==> src/rtl/display_scan_ctrl_if.sv <==
// -----------------------------------------------------------------------------
// display_scan_ctrl_if
// Bundles the frame inputs and the scan outputs of display_scan_ctrl.
//   digitos        : four BCD digits, [3:0] = position 0 (right)
//   en_digitos     : per-position display enable
//   refrescamiento : current scan position 0..3
//   anodo          : active-low anode drive, bit i = position i
//   digito         : code for the active position, 4'hF = blank
//   tick           : one-cycle pulse after each slot boundary
//   frame          : one-cycle pulse when a new frame is latched
// master: the side supplying digits (system / bench); slave: the controller.
// -----------------------------------------------------------------------------
interface display_scan_ctrl_if;
   logic [15:0] digitos;
   logic [3:0]  en_digitos;
   logic [1:0]  refrescamiento;
   logic [3:0]  anodo;
   logic [3:0]  digito;
   logic        tick;
   logic        frame;

   modport master (
      output digitos, en_digitos,
      input  refrescamiento, anodo, digito, tick, frame
   );

   modport slave (
      input  digitos, en_digitos,
      output refrescamiento, anodo, digito, tick, frame
   );
endinterface

==> src/rtl/display_scan_ctrl.sv <==
// -----------------------------------------------------------------------------
// display_scan_ctrl
// Time-multiplexed 4-digit display scanner. A prescaler divides clk into digit
// slots of DIV cycles; each slot drives one position, opening with GUARD
// cycles of all anodes off. Digits and enables are latched once per frame
// (on the 3 -> 0 position wrap) so a frame never tears.
// Ports:
//   clk   : system clock, rising edge
//   rst_n : asynchronous active-low reset
//   bus   : display_scan_ctrl_if.slave (digitos, en_digitos in; scan outputs)
// -----------------------------------------------------------------------------
module display_scan_ctrl #(
   parameter int unsigned DIV   = 100000,
   parameter int unsigned GUARD = 1000
) (
   input  logic                 clk,
   input  logic                 rst_n,
   display_scan_ctrl_if.slave   bus
);

   localparam int unsigned CW = (DIV > 1) ? $clog2(DIV) : 1;

   logic [CW-1:0] cnt_q, cnt_d;
   logic [1:0]    ref_q, ref_d;
   logic          tick_q, tick_d;
   logic          frame_q, frame_d;
   logic [15:0]   dig_q, dig_d;
   logic [3:0]    en_q, en_d;
   logic [3:0]    anodo_q, anodo_d;
   logic [3:0]    digito_q, digito_d;

   logic          wrap;
   logic          in_guard;

   assign wrap = (cnt_q == CW'(DIV - 1));

   // A zero guard would leave an always-false unsigned compare.
   generate
      if (GUARD == 0) begin : g_no_guard
         assign in_guard = 1'b0;
      end else begin : g_guard
         assign in_guard = (cnt_q < CW'(GUARD));
      end
   endgenerate

   always_comb begin
      cnt_d    = wrap ? '0 : cnt_q + 1'b1;
      ref_d    = ref_q + {1'b0, wrap};
      tick_d   = wrap;
      frame_d  = wrap && (ref_q == 2'd3);
      dig_d    = dig_q;
      en_d     = en_q;
      if (frame_d) begin
         dig_d = bus.digitos;
         en_d  = bus.en_digitos;
      end

      // Outputs are decoded from this cycle's state and appear one cycle later.
      anodo_d  = '1;
      digito_d = '1;
      if (!in_guard && en_q[ref_q]) begin
         anodo_d  = ~(4'b0001 << ref_q);
         digito_d = dig_q[{ref_q, 2'b00} +: 4];
      end
   end

   always_ff @(posedge clk or negedge rst_n) begin
      if (!rst_n) begin
         cnt_q    <= '0;
         ref_q    <= '0;
         tick_q   <= 1'b0;
         frame_q  <= 1'b0;
         dig_q    <= '1;
         en_q     <= '0;
         anodo_q  <= '1;
         digito_q <= '1;
      end else begin
         cnt_q    <= cnt_d;
         ref_q    <= ref_d;
         tick_q   <= tick_d;
         frame_q  <= frame_d;
         dig_q    <= dig_d;
         en_q     <= en_d;
         anodo_q  <= anodo_d;
         digito_q <= digito_d;
      end
   end

   assign bus.refrescamiento = ref_q;
   assign bus.anodo          = anodo_q;
   assign bus.digito         = digito_q;
   assign bus.tick           = tick_q;
   assign bus.frame          = frame_q;

endmodule
==> src/flat_wrapper.sv <==
// flat-port wrapper written by rule: the top's interface ports become plain ports
module display_scan_ctrl_flat 
#(
   parameter int unsigned DIV   = 100000,
   parameter int unsigned GUARD = 1000
)
  (clk, rst_n, bus_digitos, bus_en_digitos, bus_refrescamiento, bus_anodo, bus_digito, bus_tick, bus_frame);
  display_scan_ctrl_if bus_i ();
  input  logic clk;
  input  logic rst_n;
  input wire logic [$bits(bus_i.digitos)-1:0] bus_digitos;
  input wire logic [$bits(bus_i.en_digitos)-1:0] bus_en_digitos;
  output wire logic [$bits(bus_i.refrescamiento)-1:0] bus_refrescamiento;
  output wire logic [$bits(bus_i.anodo)-1:0] bus_anodo;
  output wire logic [$bits(bus_i.digito)-1:0] bus_digito;
  output wire logic [$bits(bus_i.tick)-1:0] bus_tick;
  output wire logic [$bits(bus_i.frame)-1:0] bus_frame;
  assign bus_i.digitos = bus_digitos;
  assign bus_i.en_digitos = bus_en_digitos;
  assign bus_refrescamiento = bus_i.refrescamiento;
  assign bus_anodo = bus_i.anodo;
  assign bus_digito = bus_i.digito;
  assign bus_tick = bus_i.tick;
  assign bus_frame = bus_i.frame;
  display_scan_ctrl #(.DIV(DIV), .GUARD(GUARD)) u_core (.clk(clk), .rst_n(rst_n), .bus(bus_i));
endmodule
==> config.mk <==
export PLATFORM = sky130hd
export DESIGN_NAME = display_scan_ctrl_flat
export DESIGN_NICKNAME = d
export VERILOG_FILES = /design/src/rtl/display_scan_ctrl_if.sv /design/src/rtl/display_scan_ctrl.sv /design/src/flat_wrapper.sv
export SDC_FILE = /design/constraint.sdc
export NUM_CORES = 1
export LEC_CHECK = 0
export ABC_AREA = 1
export BUFFER_PORTS_ARGS = -buffer_cell sky130_fd_sc_hd__clkbuf_2
export CORE_ASPECT_RATIO = 0.75
export CORE_MARGIN = 5
export CORE_UTILIZATION = 51
export CTS_CLUSTER_SIZE = 30
export DETAILED_ROUTE_END_ITERATION = 8
export MAX_ROUTING_LAYER = met4
export PLACE_DENSITY_LB_ADDON = 0.25
export SYNTH_ARGS = -nofsm -noshare
export SYNTH_HDL_FRONTEND = slang
export SYNTH_SLANG_ARGS = --single-unit
==> constraint.sdc <==
create_clock -name clk -period 2.5 [get_ports clk]
set_input_delay 0.125 -clock clk [delete_from_list [all_inputs] [get_ports clk]]
set_output_delay 0.125 -clock clk [all_outputs]
set_load 0.03 [all_outputs]
# After elaboration in Yosys (flattened, before gate mapping)
# Index checks and enable logic that the tools add are counted.
dict set report word_totals {
  reg_bits 49
  wordCells 25
  inputBits 22
  out_inout_bits 12
}
dict set report op_classes {
  bitwise 1
  mux 5
  shift 2
  n_reduce_logical 3
  eq_ne 2
  n_addsub 2
  order_cmp 2
}
# operator n
set op_table {}
lappend op_table {{adder 17 x 1 -> 17 bit, second input constant} 1}
lappend op_table {{== test 17 bit, second input constant} 1}
lappend op_table {{less-than comparator 17 x 10 -> 1 bit, second input constant} 1}
lappend op_table {{2-to-1 mux 17 bit} 1}
lappend op_table {{variable part select 16 x 5 -> 4 bit} 1}
lappend op_table {{2-to-1 mux 4 bit} 2}
lappend op_table {{inverter 4 bit} 1}
lappend op_table {{<< shifter 1 x 2 -> 4 bit, first input constant} 1}
lappend op_table {{less-than comparator 2 x 3 -> 1 bit, second input constant} 1}
lappend op_table {{adder 2 x 1 -> 2 bit} 1}
lappend op_table {{binary-select mux 1 bit (select 2 bit)} 1}
lappend op_table {{== test 2 bit, second input constant} 1}
lappend op_table {{logical AND 1 bit} 2}
lappend op_table {{zero test 1 bit} 1}
lappend op_table {{2-to-1 mux 1 bit} 1}

# Logic depth before layout (Yosys ltp)
dict set report logic_depth {
  ltp_word 4
  depth_mapped 9
  depth_no_buf 9
}

# Worst setup path before layout
# OpenSTA, ideal clock, no wires.
dict set report synth_timing {
  path_kind {reg-to-reg}
  startpoint {register u_core.cnt_q[0]}
  endpoint {register u_core.ref_q[1] (netlist: u_core.bus.refrescamiento[1])}
  path_stages_with_launch 8
  n_path_buf 0
  setup_ns 0.144
  arrival_ns 1.317
  period_less_slack_ns 1.461
  t_required_ns 2.356
  slack_ns 1.039
  cell_sequence {dfrtp_1 -> ha_1 -> nand3_2 -> nor3_4 -> nand2_1 -> inv_2 -> ha_1 -> xor2_1}
}
dict set report synth_via {
  elab_chain_cells 2
}
# item line
set synth_lines {}
lappend synth_lines {{start, declared} display_scan_ctrl.sv:23} ;# logic [CW-1:0] cnt_q, cnt_d;
lappend synth_lines {{start signal, assigned} display_scan_ctrl.sv:78} ;# cnt_q <= cnt_d;
lappend synth_lines {{== test 17 bit} display_scan_ctrl.sv:35} ;# assign wrap = (cnt_q == CW'(DIV - 1));
lappend synth_lines {{net u_core.tick_d} display_scan_ctrl.sv:25} ;# logic tick_q, tick_d;
lappend synth_lines {{adder 2 x 1 -> 2 bit} display_scan_ctrl.sv:48} ;# ref_d = ref_q + {1'b0, wrap};
lappend synth_lines {{net u_core.ref_d[1]} display_scan_ctrl.sv:24} ;# logic [1:0] ref_q, ref_d;
lappend synth_lines {{end signal, assigned} display_scan_ctrl.sv:79} ;# ref_q <= ref_d;
lappend synth_lines {{end, declared} display_scan_ctrl.sv:24}
# The timed path passes the listed nets, and every way through them passes these cells.
# A chain may end at the register's enable or synchronous reset.

# Worst setup path after layout
dict set report layout_timing {
  startpoint {register u_core.cnt_q[8]}
  endpoint {register u_core.en_q[1]}
}
dict set report layout_via {
  elab_chain_cells 2
}
# item line
set layout_lines {}
lappend layout_lines {{== test 17 bit} display_scan_ctrl.sv:35}
lappend layout_lines {{logical AND 1 bit} display_scan_ctrl.sv:50} ;# frame_d = wrap && (ref_q == 2'd3);
lappend layout_lines {{end signal, assigned} display_scan_ctrl.sv:83} ;# en_q <= en_d;
lappend layout_lines {{end, declared} display_scan_ctrl.sv:28} ;# logic [3:0] en_q, en_d;
# Every way passes these cells.

==> flow_summary_export.csv <==
group,metric,value,unit
sta,setup_viol,0,
clock_tree,cts_resized,0,
yosys,yosysTopAreaCellShare,26.4,%
sta,final_hold_viol_count,0,
clock_tree,htreeDepth,2,
global_routing,globalRouteTotalUtil,17.9,%
clock_tree,cts_setup_buffers,0,
sta,fmax,495,MHz
yosys,synth_seq_cells,49,
clock_tree,path_clk_slew,90,ps
sta,finalSetupTns,0,ps
yosys,synth_cell_types,27,
setup_path,path_class,"reg -> reg",
routing,vias,1936,
clock_tree,cts_buffers,5,
setup_path,required,2680,ps
setup_path,arrival,2210,ps
sta,drv_slew,0,
yosys,netlist_area,2390,µm²
finish,area_delta_synth_final,13.0,%
clock_tree,ctsHoldBuffers,1,
global_routing,met1_usage,29.9,%
floorplan,start_util,53.1,%
routing,viasPerCell,5.16,
sta,rsz0062_at_grt,"no",
pwr,p_clk_share,39.4,%
pwr,p_int,1.09,mW
pwr,powerDensity,506,nW/µm²
pwr,switching_share,19.8,%
finish,fillCellCount,384,
setup_path,startpoint_type,"flop",
routing,drc_errors,0,
yosys,yosys_warnings,0,
floorplan,rows,21,
routing,firstDrtPassIters,4,
sta,fin_ws,479,ps
clock_tree,tritoncts,"done",
yosys,syn_area_per_cell,8.47,µm²
clock_tree,clock_path_buffers,2,
routing,routed_wl,4.97,mm
placed_design,dp_hpwl,3.58,mm
placed_design,port_buffers,33,
pwr,p_comb_share,2.4,%
global_routing,use_met3,3.68,%
placed_design,finalWeightedCongestion,0.912,
finish,multi_input_area,975,µm²
clock_tree,cts_sinks,49,
hold_path,hold_path.class,"in -> reg",
yosys,synth_area_leader_cell,"dfstp_2",
finish,final_layout_size_suffix_gt1_share,23.6,%
pwr,p_leak,1.33,nW
finish,n_antenna_cell,0,
routing,detail_route.wl_per_cell,13.3,µm
routing,ant_nets,0,
finish,fin_nets,341,
sta,slew_headroom,60.8,%
routing,drt_iter0_drc,159,
placed_design,place_ws,524,ps
global_routing,grt_max_degree,50,
global_routing,gr-usage-met2,20.9,%
floorplan,ios,34,
placed_design,place_area,2580,µm²
global_routing,grt_pass1_vias,1758,
yosys,synth_nets,306,
pwr,irDropWorstVdd,0.268,mV
global_routing,busiest_layer,"met1",
clock_tree,clock_insertion_delay_worst_skew,300,ps
floorplan,die_y,69.3,µm
sta,fin_hold_ws,16.8,ps
setup_path,path_max_fanout,22,
sta,clock_skew,7.39,ps
yosys,synth_area_leaders,"dfstp_2, dfrtp_1, nand2_1",
yosys,synthCells,282,
floorplan,die_area,6160,µm²
floorplan,core,4490,µm²
setup_path,r2r_slack,480,ps
yosys,yosysSeqAreaShare,52.6,%
pwr,p_sw,0.271,mW
finish,layout.cells.non_filler,375,
clock_tree,ctsRootBufferMaster,"clkbuf_8",
pwr,seqPwrFrac,58.2,%
placed_design,dp_cells,366,
sta,min_period,2020,ps
finish,regArea,1260,µm²
global_routing,overflow,0,
global_routing,antenna_found_initial,0,
floorplan,die_w,89,µm
sta,worstMarginPinSlew,588,ps
setup_path,endpoint_kind,"flop",
sta,fin_crit_sh,80.8,%
status,outcome,"finished clean",
finish,postLayoutCellArea,2700,µm²
global_routing,grt_pass1_wl,8.47,mm
run,maxCapViolCount,0,
-- Yosys cell counts --
cell and count:
nand2_1 95, nor2_1 38, nand4_1 27, dfrtp_1 25, dfstp_2 24, inv_1 20, nand3_1 13, xor2_1 8
nand3b_1 5, buf_6 4, a22oi_1 2, buf_2 2, clkbuf_1 2, ha_1 2, inv_2 2, nor3_1 2
buf_4 1, clkinv_1 1, nand3_2 1, nand4_2 1, nor2_2 1, nor2_4 1, nor3_4 1, o21ai_0 1
o21bai_1 1, or2_2 1, xnor2_1 1
-- cell type report --
type	instances	share of cell area, %
clock buffers	8	4.13
repair buffers	37	7.33
multi-input cells	201	36.1
well taps	57	2.64
inverters	23	3.20
flip-flops and latches	49	46.6
-- cells by family after synthesis --
family | Yosys count | share of synthesized area (%)
and+or+nand+nor | 186 | 35.3
DFF | 49 | 52.6
buffers and inverters | 32 | 6.55
xor gates and xnor gates | 9 | 3.30
AOI/OAI and AO/OA | 4 | 1.15
adders and majority gates | 2 | 1.05
-- state kept, by name, indices dropped and copies added (netlist names) --
name and count:
u_core.bus.anodo 4, u_core.bus.digito 4, u_core.bus.frame 1, u_core.bus.refrescamiento 2, u_core.bus.tick 1, u_core.cnt_q 17, u_core.dig_q 16, u_core.en_q 4
-- power groups by stage --
stage | clock network [mW] | logic [mW] | registers, mW
2_1_floorplan | 0 | 0.000163 | 0.808
3_3_place_gp | 0 | 0.0325 | 0.808
3_5_place_dp | 0 | 0.0325 | 0.808
4_1_cts | 0.547 | 0.0337 | 0.794
5_1_grt | 0.576 | 0.0382 | 0.794
6_report | 0.538 | 0.0325 | 0.794
-- per-stage QoR --
step	total power, mW	util (%)
after CTS	1.38	60.0
after global routing	1.41	60.0
after global placement	0.841	57.3
final	1.36	60.0
after floorplan	0.808	-
after detailed placement	0.841	57.3
-- final timing paths --
check,from,cells after the start,endpoint
worst max-delay path,u_core.cnt_q[8]$_DFF_PN0_,6,u_core.en_q[1]$_DFFE_PN0P_
worst min-delay path,bus_digitos[8],3,u_core.dig_q[8]$_DFFE_PN1P_
worst max register to register,u_core.cnt_q[8]$_DFF_PN0_,6,u_core.en_q[1]$_DFFE_PN0P_
worst min register to register,u_core.dig_q[4]$_DFFE_PN1P_,2,u_core.dig_q[4]$_DFFE_PN1P_
max in group asynchronous,rst_n,3,u_core.cnt_q[14]$_DFF_PN0_
min in group asynchronous,rst_n,3,u_core.bus.tick$_DFF_PN0_
-- worst max-delay path: stages, from the launching register on --
cell and delay [ps]:
dfrtp_1 470, nor2_1 130, nand2_1 90, nor2_4 400
nand4_2 550, nand2_1 200, nand2_1 60
-- metal layers --
metal	share of wire [%]	vias up
met2	40	57
met3	7.0	7
li1	-	981
met5	0	-
met4	1.1	0
met1	52	891
-- cells in the final DEF (no fill, tap or decap), drive strengths merged --
master / instances
clkbuf: 41
xor2: 8
a22oi: 2
nand4: 28
dlygate4sd3: 1
clkinv: 1
o21bai: 1
nor2: 40
inv: 22
dfstp: 24
nand2: 95
ha: 2
nand3: 14
o21ai: 1
nor3: 3
nand3b: 5
or2: 1
xnor2: 1
buf: 3
dfrtp: 25
No activity file was read; power rests on OpenSTA's default activity.
